--- config.mk ---
export PLATFORM = sky130hd
export DESIGN_NAME = cfg0_tlp_engine_flat
export DESIGN_NICKNAME = d
export VERILOG_FILES = /design/src/rtl/cfg0_tlp_pkg.sv /design/src/rtl/cfg0_tlp_engine_if.sv /design/src/rtl/cfg0_cpl_parser.sv /design/src/rtl/cfg0_tlp_engine.sv /design/src/flat_wrapper.sv
export SDC_FILE = /design/constraint.sdc
export NUM_CORES = 1
export LEC_CHECK = 0
export CORE_MARGIN = 4
export CORE_UTILIZATION = 30
export CTS_BUF_LIST = sky130_fd_sc_hd__clkbuf_8
export CTS_CLUSTER_DIAMETER = 50
export DETAILED_ROUTE_END_ITERATION = 6
export DONT_BUFFER_PORTS = 1
export GPL_TIMING_DRIVEN = 0
export PLACE_DENSITY = 0.45
export SLEW_MARGIN = 40
export SYNTH_ARGS = -nofsm -noshare
export SYNTH_HDL_FRONTEND = slang
export SYNTH_SLANG_ARGS = --single-unit
--- constraint.sdc ---
create_clock -name clk -period 2.85 [get_ports clk]
set_clock_uncertainty 0.2 [all_clocks]
set_input_delay 0.285 -clock clk [delete_from_list [all_inputs] [get_ports clk]]
set_output_delay 0.285 -clock clk [all_outputs]
set_load 0.05 [all_outputs]
--- src/rtl/cfg0_tlp_pkg.sv ---
// Shared definitions for the CfgRd0/CfgWr0 TLP engine: TLP fmt/type codes,
// completion status codes, FSM state encodings and header field offsets.
// No ports.
package cfg0_tlp_pkg;

    // fmt/type byte (DW0[31:24])
    localparam logic [7:0] FMT_TYPE_CFGRD0 = 8'h04;
    localparam logic [7:0] FMT_TYPE_CFGWR0 = 8'h44;
    localparam logic [7:0] FMT_TYPE_CPL    = 8'h0A;
    localparam logic [7:0] FMT_TYPE_CPLD   = 8'h4A;

    // Completion status as reported to the requester; TMO is local-only
    localparam logic [2:0] CPL_SC  = 3'b000;
    localparam logic [2:0] CPL_UR  = 3'b001;
    localparam logic [2:0] CPL_CRS = 3'b010;
    localparam logic [2:0] CPL_CA  = 3'b100;
    localparam logic [2:0] CPL_TMO = 3'b111;

    typedef logic [2:0] state_t;
    localparam state_t ST_IDLE     = 3'd0;
    localparam state_t ST_TX_H0    = 3'd1;
    localparam state_t ST_TX_H1    = 3'd2;
    localparam state_t ST_WAIT_CPL = 3'd3;
    localparam state_t ST_CPL_D1   = 3'd4;
    localparam state_t ST_DONE     = 3'd5;

    // Field offsets within a DW
    localparam int unsigned DW_FMT_TYPE_LSB = 24;  // DW0
    localparam int unsigned CPL_STATUS_LSB  = 13;  // completion DW1
    localparam int unsigned CPL_TAG_LSB     = 8;   // completion DW2

    // Config request DW2: target BDF plus DW-aligned register number
    function automatic logic [31:0] cfg_dw2(input logic [7:0] bus, input logic [4:0] dev,
                                            input logic [2:0] func, input logic [9:0] reg_dw);
        return {bus, dev, func, 4'h0, reg_dw, 2'b00};
    endfunction

endpackage

--- src/rtl/cfg0_tlp_engine_if.sv ---
// 64-bit AXI-Stream link to/from the RC core.
// Signals: tdata[63:0] (DW0 in [31:0], DW1 in [63:32]), tkeep[7:0], tvalid, tlast, tready.
// Modports: master drives the stream, slave receives it.
interface cfg0_tlp_engine_if;
    logic [63:0] tdata;
    logic [7:0]  tkeep;
    logic        tvalid;
    logic        tlast;
    logic        tready;

    modport master (output tdata, output tkeep, output tvalid, output tlast, input tready);
    modport slave  (input tdata, input tkeep, input tvalid, input tlast, output tready);
endinterface

--- src/rtl/cfg0_cpl_parser.sv ---
// Combinational decode of one RX beat of a completion TLP.
// Ports:
//   rx_tdata  in  64  current RX beat
//   tag       in  8   tag of the outstanding request
//   is_cpl    out 1   beat0 view: fmt/type is Cpl or CplD
//   status    out 3   beat0 view: completion status DW1[15:13]
//   tag_match out 1   beat1 view: DW2[15:8] equals tag
//   data      out 32  beat1 view: DW3 payload
module cfg0_cpl_parser
    import cfg0_tlp_pkg::*;
(
    input  logic [63:0] rx_tdata,
    input  logic [7:0]  tag,
    output logic        is_cpl,
    output logic [2:0]  status,
    output logic        tag_match,
    output logic [31:0] data
);
    logic [31:0] dw_lo;  // DW0 on beat0, DW2 on beat1
    logic [31:0] dw_hi;  // DW1 on beat0, DW3 on beat1

    assign dw_lo = rx_tdata[31:0];
    assign dw_hi = rx_tdata[63:32];

    assign is_cpl    = (dw_lo[DW_FMT_TYPE_LSB +: 8] == FMT_TYPE_CPL) ||
                       (dw_lo[DW_FMT_TYPE_LSB +: 8] == FMT_TYPE_CPLD);
    assign status    = dw_hi[CPL_STATUS_LSB +: 3];
    assign tag_match = (dw_lo[CPL_TAG_LSB +: 8] == tag);
    assign data      = dw_hi;

    logic unused_dw_lo;
    assign unused_dw_lo = ^{dw_lo[23:16], dw_lo[7:0]};
endmodule

--- src/rtl/cfg0_tlp_engine.sv ---
// Turns cfg0w/cfg0r request handshakes into CfgWr0/CfgRd0 TLPs on the RC core
// TX stream, matches the returning Cpl/CplD by tag on RX and reports data,
// status and op_over back to the requester.
// Ports:
//   clk, rst                     user clock, synchronous active-high reset
//   op_start                     1-cycle request strobe
//   cfg0w_en/addr/data/op_over   write request and done flag
//   cfg0r_en/addr/data/data_vld/op_over  read request, data and done flag
//   cpl_status                   last completion status (111 = timeout)
//   tx (master), rx (slave)      AXI-S to/from RC core
// Build option: CFG0_CPL_TIMEOUT_EN adds a completion timeout of CPL_TIMEOUT cycles.
module cfg0_tlp_engine
    import cfg0_tlp_pkg::*;
#(
    parameter logic [7:0]  TGT_BUS     = 8'h01,
    parameter logic [4:0]  TGT_DEV     = 5'h00,
    parameter logic [2:0]  TGT_FUNC    = 3'h0,
    parameter logic [15:0] REQ_ID      = 16'h0000,
    parameter int unsigned TAG_W       = 5,
    parameter logic [31:0] CPL_TIMEOUT = 32'd50000
) (
    input  logic               clk,
    input  logic               rst,
    input  logic               op_start,
    input  logic               cfg0w_en,
    input  logic [31:0]        cfg0w_addr,
    input  logic [31:0]        cfg0w_data,
    output logic               cfg0w_op_over,
    input  logic               cfg0r_en,
    input  logic [31:0]        cfg0r_addr,
    output logic [31:0]        cfg0r_data,
    output logic               cfg0r_data_vld,
    output logic               cfg0r_op_over,
    output logic [2:0]         cpl_status,
    cfg0_tlp_engine_if.master  tx,
    cfg0_tlp_engine_if.slave   rx
);
    state_t           state_q, state_d;
    logic [TAG_W-1:0] tag_q;
    logic             is_wr_q;
    logic [9:0]       reg_q;
    logic [31:0]      wdata_q;
    logic [2:0]       pend_status_q;
    logic [2:0]       cpl_status_q;
    logic [31:0]      rdata_q;
    logic             vld_q;
    logic             rx_sof_q;  // next RX beat starts a TLP

    logic [7:0]  tag8;
    logic        rx_fire;
    logic        rx_is_cpl, rx_tag_match;
    logic [2:0]  rx_status;
    logic [31:0] rx_data;
    logic        timeout;
    logic        en_held;
    logic        done_entry;
    logic [2:0]  done_status;

    assign tag8    = 8'(tag_q);
    assign rx_fire = rx.tvalid & rx.tready;
    assign en_held = is_wr_q ? cfg0w_en : cfg0r_en;

    cfg0_cpl_parser u_cpl_parser (
        .rx_tdata  (rx.tdata),
        .tag       (tag8),
        .is_cpl    (rx_is_cpl),
        .status    (rx_status),
        .tag_match (rx_tag_match),
        .data      (rx_data)
    );

`ifdef CFG0_CPL_TIMEOUT_EN
    logic [31:0] timer_q;

    // Cleared while the header goes out so it starts at 0 on WAIT_CPL entry;
    // keeps running across tag-mismatch returns from CPL_D1.
    always_ff @(posedge clk) begin
        if (rst || state_q == ST_TX_H1) begin
            timer_q <= '0;
        end else if (state_q == ST_WAIT_CPL || state_q == ST_CPL_D1) begin
            timer_q <= timer_q + 32'd1;
        end
    end

    assign timeout = (state_q == ST_WAIT_CPL) && ((33'(timer_q) + 33'd1) >= 33'(CPL_TIMEOUT));
`else
    assign timeout = 1'b0;

    logic unused_timeout_cfg;
    assign unused_timeout_cfg = ^CPL_TIMEOUT;
`endif

    always_comb begin
        state_d = state_q;
        case (state_q)
            ST_IDLE:     if (op_start && (cfg0w_en || cfg0r_en)) state_d = ST_TX_H0;
            ST_TX_H0:    if (tx.tready) state_d = ST_TX_H1;
            ST_TX_H1:    if (tx.tready) state_d = ST_WAIT_CPL;
            ST_WAIT_CPL: begin
                // Only a first beat that continues into a second can be our header
                if (rx_fire && rx_sof_q && rx_is_cpl && !rx.tlast) state_d = ST_CPL_D1;
                else if (timeout)                                   state_d = ST_DONE;
            end
            ST_CPL_D1:   if (rx_fire) state_d = rx_tag_match ? ST_DONE : ST_WAIT_CPL;
            ST_DONE:     if (!en_held) state_d = ST_IDLE;
            default:     state_d = ST_IDLE;
        endcase
    end

    assign done_entry  = (state_d == ST_DONE) && (state_q != ST_DONE);
    assign done_status = timeout ? CPL_TMO : pend_status_q;

    always_ff @(posedge clk) begin
        if (rst) begin
            state_q       <= ST_IDLE;
            tag_q         <= '0;
            is_wr_q       <= 1'b0;
            reg_q         <= '0;
            wdata_q       <= '0;
            pend_status_q <= CPL_SC;
            cpl_status_q  <= CPL_SC;
            rdata_q       <= '0;
            vld_q         <= 1'b0;
            rx_sof_q      <= 1'b1;
        end else begin
            state_q <= state_d;
            vld_q   <= 1'b0;
            if (rx_fire) rx_sof_q <= rx.tlast;
            if (state_q == ST_IDLE && state_d == ST_TX_H0) begin
                is_wr_q <= cfg0w_en;  // write wins when both are selected
                reg_q   <= cfg0w_en ? cfg0w_addr[11:2] : cfg0r_addr[11:2];
                wdata_q <= cfg0w_data;
            end
            if (state_q == ST_WAIT_CPL && state_d == ST_CPL_D1) pend_status_q <= rx_status;
            if (done_entry) begin
                cpl_status_q <= done_status;
                if (!is_wr_q) begin
                    rdata_q <= (done_status == CPL_SC) ? rx_data : 32'hFFFF_FFFF;
                    vld_q   <= 1'b1;
                end
            end
            if (state_q == ST_DONE && state_d == ST_IDLE) tag_q <= tag_q + TAG_W'(1);
        end
    end

    // TX header beats
    logic [31:0] dw0, dw1, dw2, dw3;
    assign dw0 = {is_wr_q ? FMT_TYPE_CFGWR0 : FMT_TYPE_CFGRD0, 14'h0, 10'd1};
    assign dw1 = {REQ_ID, tag8, 4'h0, 4'hF};
    assign dw2 = cfg_dw2(TGT_BUS, TGT_DEV, TGT_FUNC, reg_q);
    assign dw3 = is_wr_q ? wdata_q : 32'h0;

    assign tx.tvalid = (state_q == ST_TX_H0) || (state_q == ST_TX_H1);
    assign tx.tlast  = (state_q == ST_TX_H1);
    assign tx.tdata  = (state_q == ST_TX_H0) ? {dw1, dw0} :
                       (state_q == ST_TX_H1) ? {dw3, dw2} : 64'h0;
    assign tx.tkeep  = (state_q == ST_TX_H0) ? 8'hFF :
                       (state_q == ST_TX_H1) ? (is_wr_q ? 8'hFF : 8'h0F) : 8'h00;

    assign rx.tready = !rst;

    assign cfg0w_op_over  = (state_q == ST_DONE) && is_wr_q;
    assign cfg0r_op_over  = (state_q == ST_DONE) && !is_wr_q;
    assign cfg0r_data     = rdata_q;
    assign cfg0r_data_vld = vld_q;
    assign cpl_status     = cpl_status_q;

    logic unused_in;
    assign unused_in = ^{cfg0w_addr[31:12], cfg0w_addr[1:0], cfg0r_addr[31:12], cfg0r_addr[1:0],
                         rx.tkeep};
endmodule

--- src/flat_wrapper.sv ---
// flat-port wrapper written by rule: the top's interface ports become plain ports
module cfg0_tlp_engine_flat import cfg0_tlp_pkg::*;
#(
    parameter logic [7:0]  TGT_BUS     = 8'h01,
    parameter logic [4:0]  TGT_DEV     = 5'h00,
    parameter logic [2:0]  TGT_FUNC    = 3'h0,
    parameter logic [15:0] REQ_ID      = 16'h0000,
    parameter int unsigned TAG_W       = 5,
    parameter logic [31:0] CPL_TIMEOUT = 32'd50000
)
  (clk, rst, op_start, cfg0w_en, cfg0w_addr, cfg0w_data, cfg0w_op_over, cfg0r_en, cfg0r_addr, cfg0r_data, cfg0r_data_vld, cfg0r_op_over, cpl_status, tx_tdata, tx_tkeep, tx_tvalid, tx_tlast, tx_tready, rx_tdata, rx_tkeep, rx_tvalid, rx_tlast, rx_tready);
  cfg0_tlp_engine_if tx_i ();
  cfg0_tlp_engine_if rx_i ();
  input  logic clk;
  input  logic rst;
  input  logic op_start;
  input  logic cfg0w_en;
  input  logic [31:0] cfg0w_addr;
  input  logic [31:0] cfg0w_data;
  output logic cfg0w_op_over;
  input  logic cfg0r_en;
  input  logic [31:0] cfg0r_addr;
  output logic [31:0] cfg0r_data;
  output logic cfg0r_data_vld;
  output logic cfg0r_op_over;
  output logic [2:0] cpl_status;
  output wire logic [$bits(tx_i.tdata)-1:0] tx_tdata;
  output wire logic [$bits(tx_i.tkeep)-1:0] tx_tkeep;
  output wire logic [$bits(tx_i.tvalid)-1:0] tx_tvalid;
  output wire logic [$bits(tx_i.tlast)-1:0] tx_tlast;
  input wire logic [$bits(tx_i.tready)-1:0] tx_tready;
  input wire logic [$bits(rx_i.tdata)-1:0] rx_tdata;
  input wire logic [$bits(rx_i.tkeep)-1:0] rx_tkeep;
  input wire logic [$bits(rx_i.tvalid)-1:0] rx_tvalid;
  input wire logic [$bits(rx_i.tlast)-1:0] rx_tlast;
  output wire logic [$bits(rx_i.tready)-1:0] rx_tready;
  assign tx_tdata = tx_i.tdata;
  assign tx_tkeep = tx_i.tkeep;
  assign tx_tvalid = tx_i.tvalid;
  assign tx_tlast = tx_i.tlast;
  assign tx_i.tready = tx_tready;
  assign rx_i.tdata = rx_tdata;
  assign rx_i.tkeep = rx_tkeep;
  assign rx_i.tvalid = rx_tvalid;
  assign rx_i.tlast = rx_tlast;
  assign rx_tready = rx_i.tready;
  cfg0_tlp_engine #(.TGT_BUS(TGT_BUS), .TGT_DEV(TGT_DEV), .TGT_FUNC(TGT_FUNC), .REQ_ID(REQ_ID), .TAG_W(TAG_W), .CPL_TIMEOUT(CPL_TIMEOUT)) u_core (.clk(clk), .rst(rst), .op_start(op_start), .cfg0w_en(cfg0w_en), .cfg0w_addr(cfg0w_addr), .cfg0w_data(cfg0w_data), .cfg0w_op_over(cfg0w_op_over), .cfg0r_en(cfg0r_en), .cfg0r_addr(cfg0r_addr), .cfg0r_data(cfg0r_data), .cfg0r_data_vld(cfg0r_data_vld), .cfg0r_op_over(cfg0r_op_over), .cpl_status(cpl_status), .tx(tx_i), .rx(rx_i));
endmodule
==> impl_metrics.csv <==
group,metric,value,unit
power,p_total,2.967,mW
worst_setup_path,path_max_fanout,10,
worst_setup_path,path_delay_family,"simple AND/OR/NAND/NOR gates",
detailed_routing,vias,4205,
sta,fmax,376.7,MHz
cells_and_area,fillCellCount,1516,
worst_setup_path,crit_buf_inv,3,
clock_network,cts_tree,"built",
die,num_rows,44,
worst_setup_path,required,2370,ps
place,dp.cells,756,
cells_and_area,instances_no_fill,832,
grt,antenna_found_initial,0,
grt,first_global_vias,4236,
clock_network,clock_path_buffers,2,
yosys,synth_common_cells,"dfxtp_1, nand2_1, a211oi_1",
worst_setup_path,crit_top_cell,"buf_4",
outcome,status,"complete, no violations",
die,die_h,131.7,microns
yosys,synth_seq_cells,91,
cells_and_area,num_antenna_cells,0,
yosys,synth_area,4593,sq um
yosys,async_reset_ff_share,0,%
clock_network,htree_levels,3,
cells_and_area,drive_above_1_share,12.50,%
yosys,synth_edf_count,0,
sta,holdWs,28.40,ps
power,powerDensity,514.3,nW/um^2
clock_network,insertion_delay,380,ps
sta,worst_pin_slew,758.1,ps
yosys,ys_warn_count,0,
detailed_routing,dr_wl_met2,7123,microns
die,initial_core_util,31.13,%
detailed_routing,m1WireLength,6221,microns
detailed_routing,vias_per_cell,5.054,
place,port_buffers,0,
sta,rsz0062_at_grt,"no",
detailed_routing,first_pass_iters,5,
detailed_routing,wl_per_cell,17.81,microns
detailed_routing,drc,0,
cells_and_area,finalNetCount,820,
detailed_routing,drt_wl_total,14820,microns
clock_network,clk_pin_slew,110,ps
yosys,synth-xor-area-share,1.716,%
clock_network,numCtsBuffers,9,
worst_setup_path,crit_path_start_kind,"register",
power,p_seq_share,45.4,%
sta,slew_headroom,49.46,%
sta,finalSetupViolations,0,
cells_and_area,area_growth,25.61,%
yosys,yosysSeqAreaShare,39.66,%
power,pwr-share-comb,20.4,%
grt,grt_max_degree,18,
power,p_int,2.035,mW
worst_setup_path,cp_cell_sequence,"buf_4 -> nor3b_4 -> buf_4 -> clkbuf_2 -> and2_1",
yosys,synth_fa_ha_area_share,0.2724,%
grt,gr-usage-all-layers,16.90,%
die,die_area,17350,sq um
power,vdd_drop_max,0.2997,mV
yosys,yosysTopAreaCell,"dfxtp_1",
power,clkPwrFrac,34.3,%
yosys,synth_top_family_by_area,"simple AND/OR/NAND/NOR gates",
sta,final_hold_viol_count,0,
worst_setup_path,cpPeakStageDelay,530,ps
worst_setup_path,worstSetupPathType,"register to output port",
yosys,ys_top_cells_by_area,"dfxtp_1, a211oi_1, nand2_1",
place,hpwl,11080,microns
yosys,post-synth-top-count-cell,"dfxtp_1",
worst_setup_path,cp_slowest_cell,"and2_1",
grt,grt.overflow.total,0,
yosys,synth.distinct_cells,44,
die,die_w,131.7,microns
yosys,synth-compound-area-share,19.26,%
sta,tns,0,ps
run,drv_cap,0,
sta,post-route-min-period,2655,ps
yosys,synthSimpleGateAreaFrac,22.56,%
detailed_routing,top_layer,"met4",
detailed_routing,wl_met3,1085,microns
yosys,syn_inst,554,
die,placeableCoreArea,14750,sq um
min_path,hold_path_class,"primary input to register",
yosys,synth_top_area_share,39.66,%
worst_setup_path,end_kind,"output port",
place,gp_congestion,0.7670,
yosys,syn-mean-instance-area,8.291,sq um
detailed_routing,drtIter0Drc,169,
yosys,muxShareOfSynthArea,4.195,%
sta,slew_viol_final,0,
power,switchingPower,0.9321,mW
clock_network,root_buffer,"clkbuf_8",
worst_setup_path,cp.arrival,2170,ps
clock_network,cts_sinks,91,
place,pre_cts_ws,116.9,ps
die,io_pins,289,
sta,timing.final.ws_setup,195.2,ps
grt,grt_pass1_wl,23550,microns
detailed_routing,final_antenna_net_count,0,
yosys,synthFlopType,"dfxtp_1",
power,p_leak,2.289,nW
sta,min_period_over_period,93.15,%
power,p_sw_share,31.42,%
[flip-flops by register name, summed over array words and instances, names as in the netlist]
| name | flops |
|---|---|
| u_core.cfg0r_data | 32 |
| u_core.reg_q | 10 |
| u_core.done_status | 3 |
| u_core.tag_q | 5 |
| u_core.state_q | 3 |
| u_core.rx_sof_q | 1 |
| u_core.cfg0r_data_vld | 1 |
| u_core.wdata_q | 32 |
| u_core.is_wr_q | 1 |
| u_core.cpl_status | 3 |
[cell families (layout without fill, tap and decap cells)]
| group | count (synthesis) | in the layout |
|---|---|---|
| mux | 19 | 19 |
| fa+ha+maj | 1 | 1 |
| compound gates | 127 | 127 |
| flops | 91 | 91 |
| simple gates | 194 | 194 |
| other cells | 1 | 18 |
| xor+xnor | 9 | 9 |
| buf+inv | 112 | 189 |
[metrics by stage]
step                area (sq um)  util [%]
CTS                         5754     39.00
global route                5769     39.10
finish                      5769     39.10
global placement            4887     33.12
detailed placement          4910     33.28
floorplan                   4657         -
[power by group through the flow]
stage | sequential (mW) | combinational (mW) | clock [mW]
floorplan | 1.37 | 0.438 | 0
global placement | 1.37 | 0.513 | 0
detailed placement | 1.38 | 0.522 | 0
CTS | 1.35 | 0.600 | 1.06
global route | 1.35 | 0.653 | 1.11
finish | 1.35 | 0.604 | 1.02
[cell usage in the layout, fill, tap and decap left out, types with 4 or more instances in the layout]
master / instances
conb_1: 18
buf_4: 31
and3_1: 18
a21o_1: 4
nand2_1: 77
nand2b_1: 4
a21oi_1: 37
or3_1: 33
a22o_1: 5
nor2_1: 21
dfxtp_1: 91
mux2i_1: 17
xor2_1: 8
inv_1: 34
and3_2: 6
clkbuf_1: 38
a211oi_1: 73
clkbuf_8: 9
buf_6: 5
dlygate4sd3_1: 59
and2_1: 12
[per-layer routing]
layer	GRT usage, %	vias up
met5	0	-
met4	6.476	0
met3	5.496	28
met2	28.31	163
met1	20.18	1971
li1	-	2043
[path summary, 6_finish.rpt]
check	from	to	cells after the start	slack, ps
min	cfg0r_en	u_core.wdata_q[7]	3	30
min reg2reg	u_core.wdata_q[4]	u_core.wdata_q[4]	2	260
max reg2reg	u_core.state_q[1]	u_core.cfg0r_data[3]	7	290
max	u_core.state_q[1]	tx_tdata[4]	5	200
[layout make-up]
class                      instances  area (sq um)  share of cell area [%]
tap                              184         230.2                   3.990
buffer                            76         434.2                   7.525
sequential                        91          1822                   31.58
clock buffer                       9         123.9                   2.147
multi-input combinational        368          2312                   40.08
timing repair buffer              62         613.1                   10.63
inverter                          35         131.4                   2.277
clock inverter                     7         102.6                   1.778
[worst min-delay path: cells and delay by family]
kind / cells / cell delay (ps)
AND/OR/NAND/NOR: 1 / 110
AO/OA/AOI/OAI: 2 / 170
[repair_timing]
action,in CTS,in global routing
pin swaps,0,0
resized for setup,4,10
buffers inserted,2,0
cloned,0,0
endpoints found under the hold margin,48,0
hold buffers,59,0
setup endpoints to repair,50,30
No activity file was read; power rests on OpenSTA's default activity.
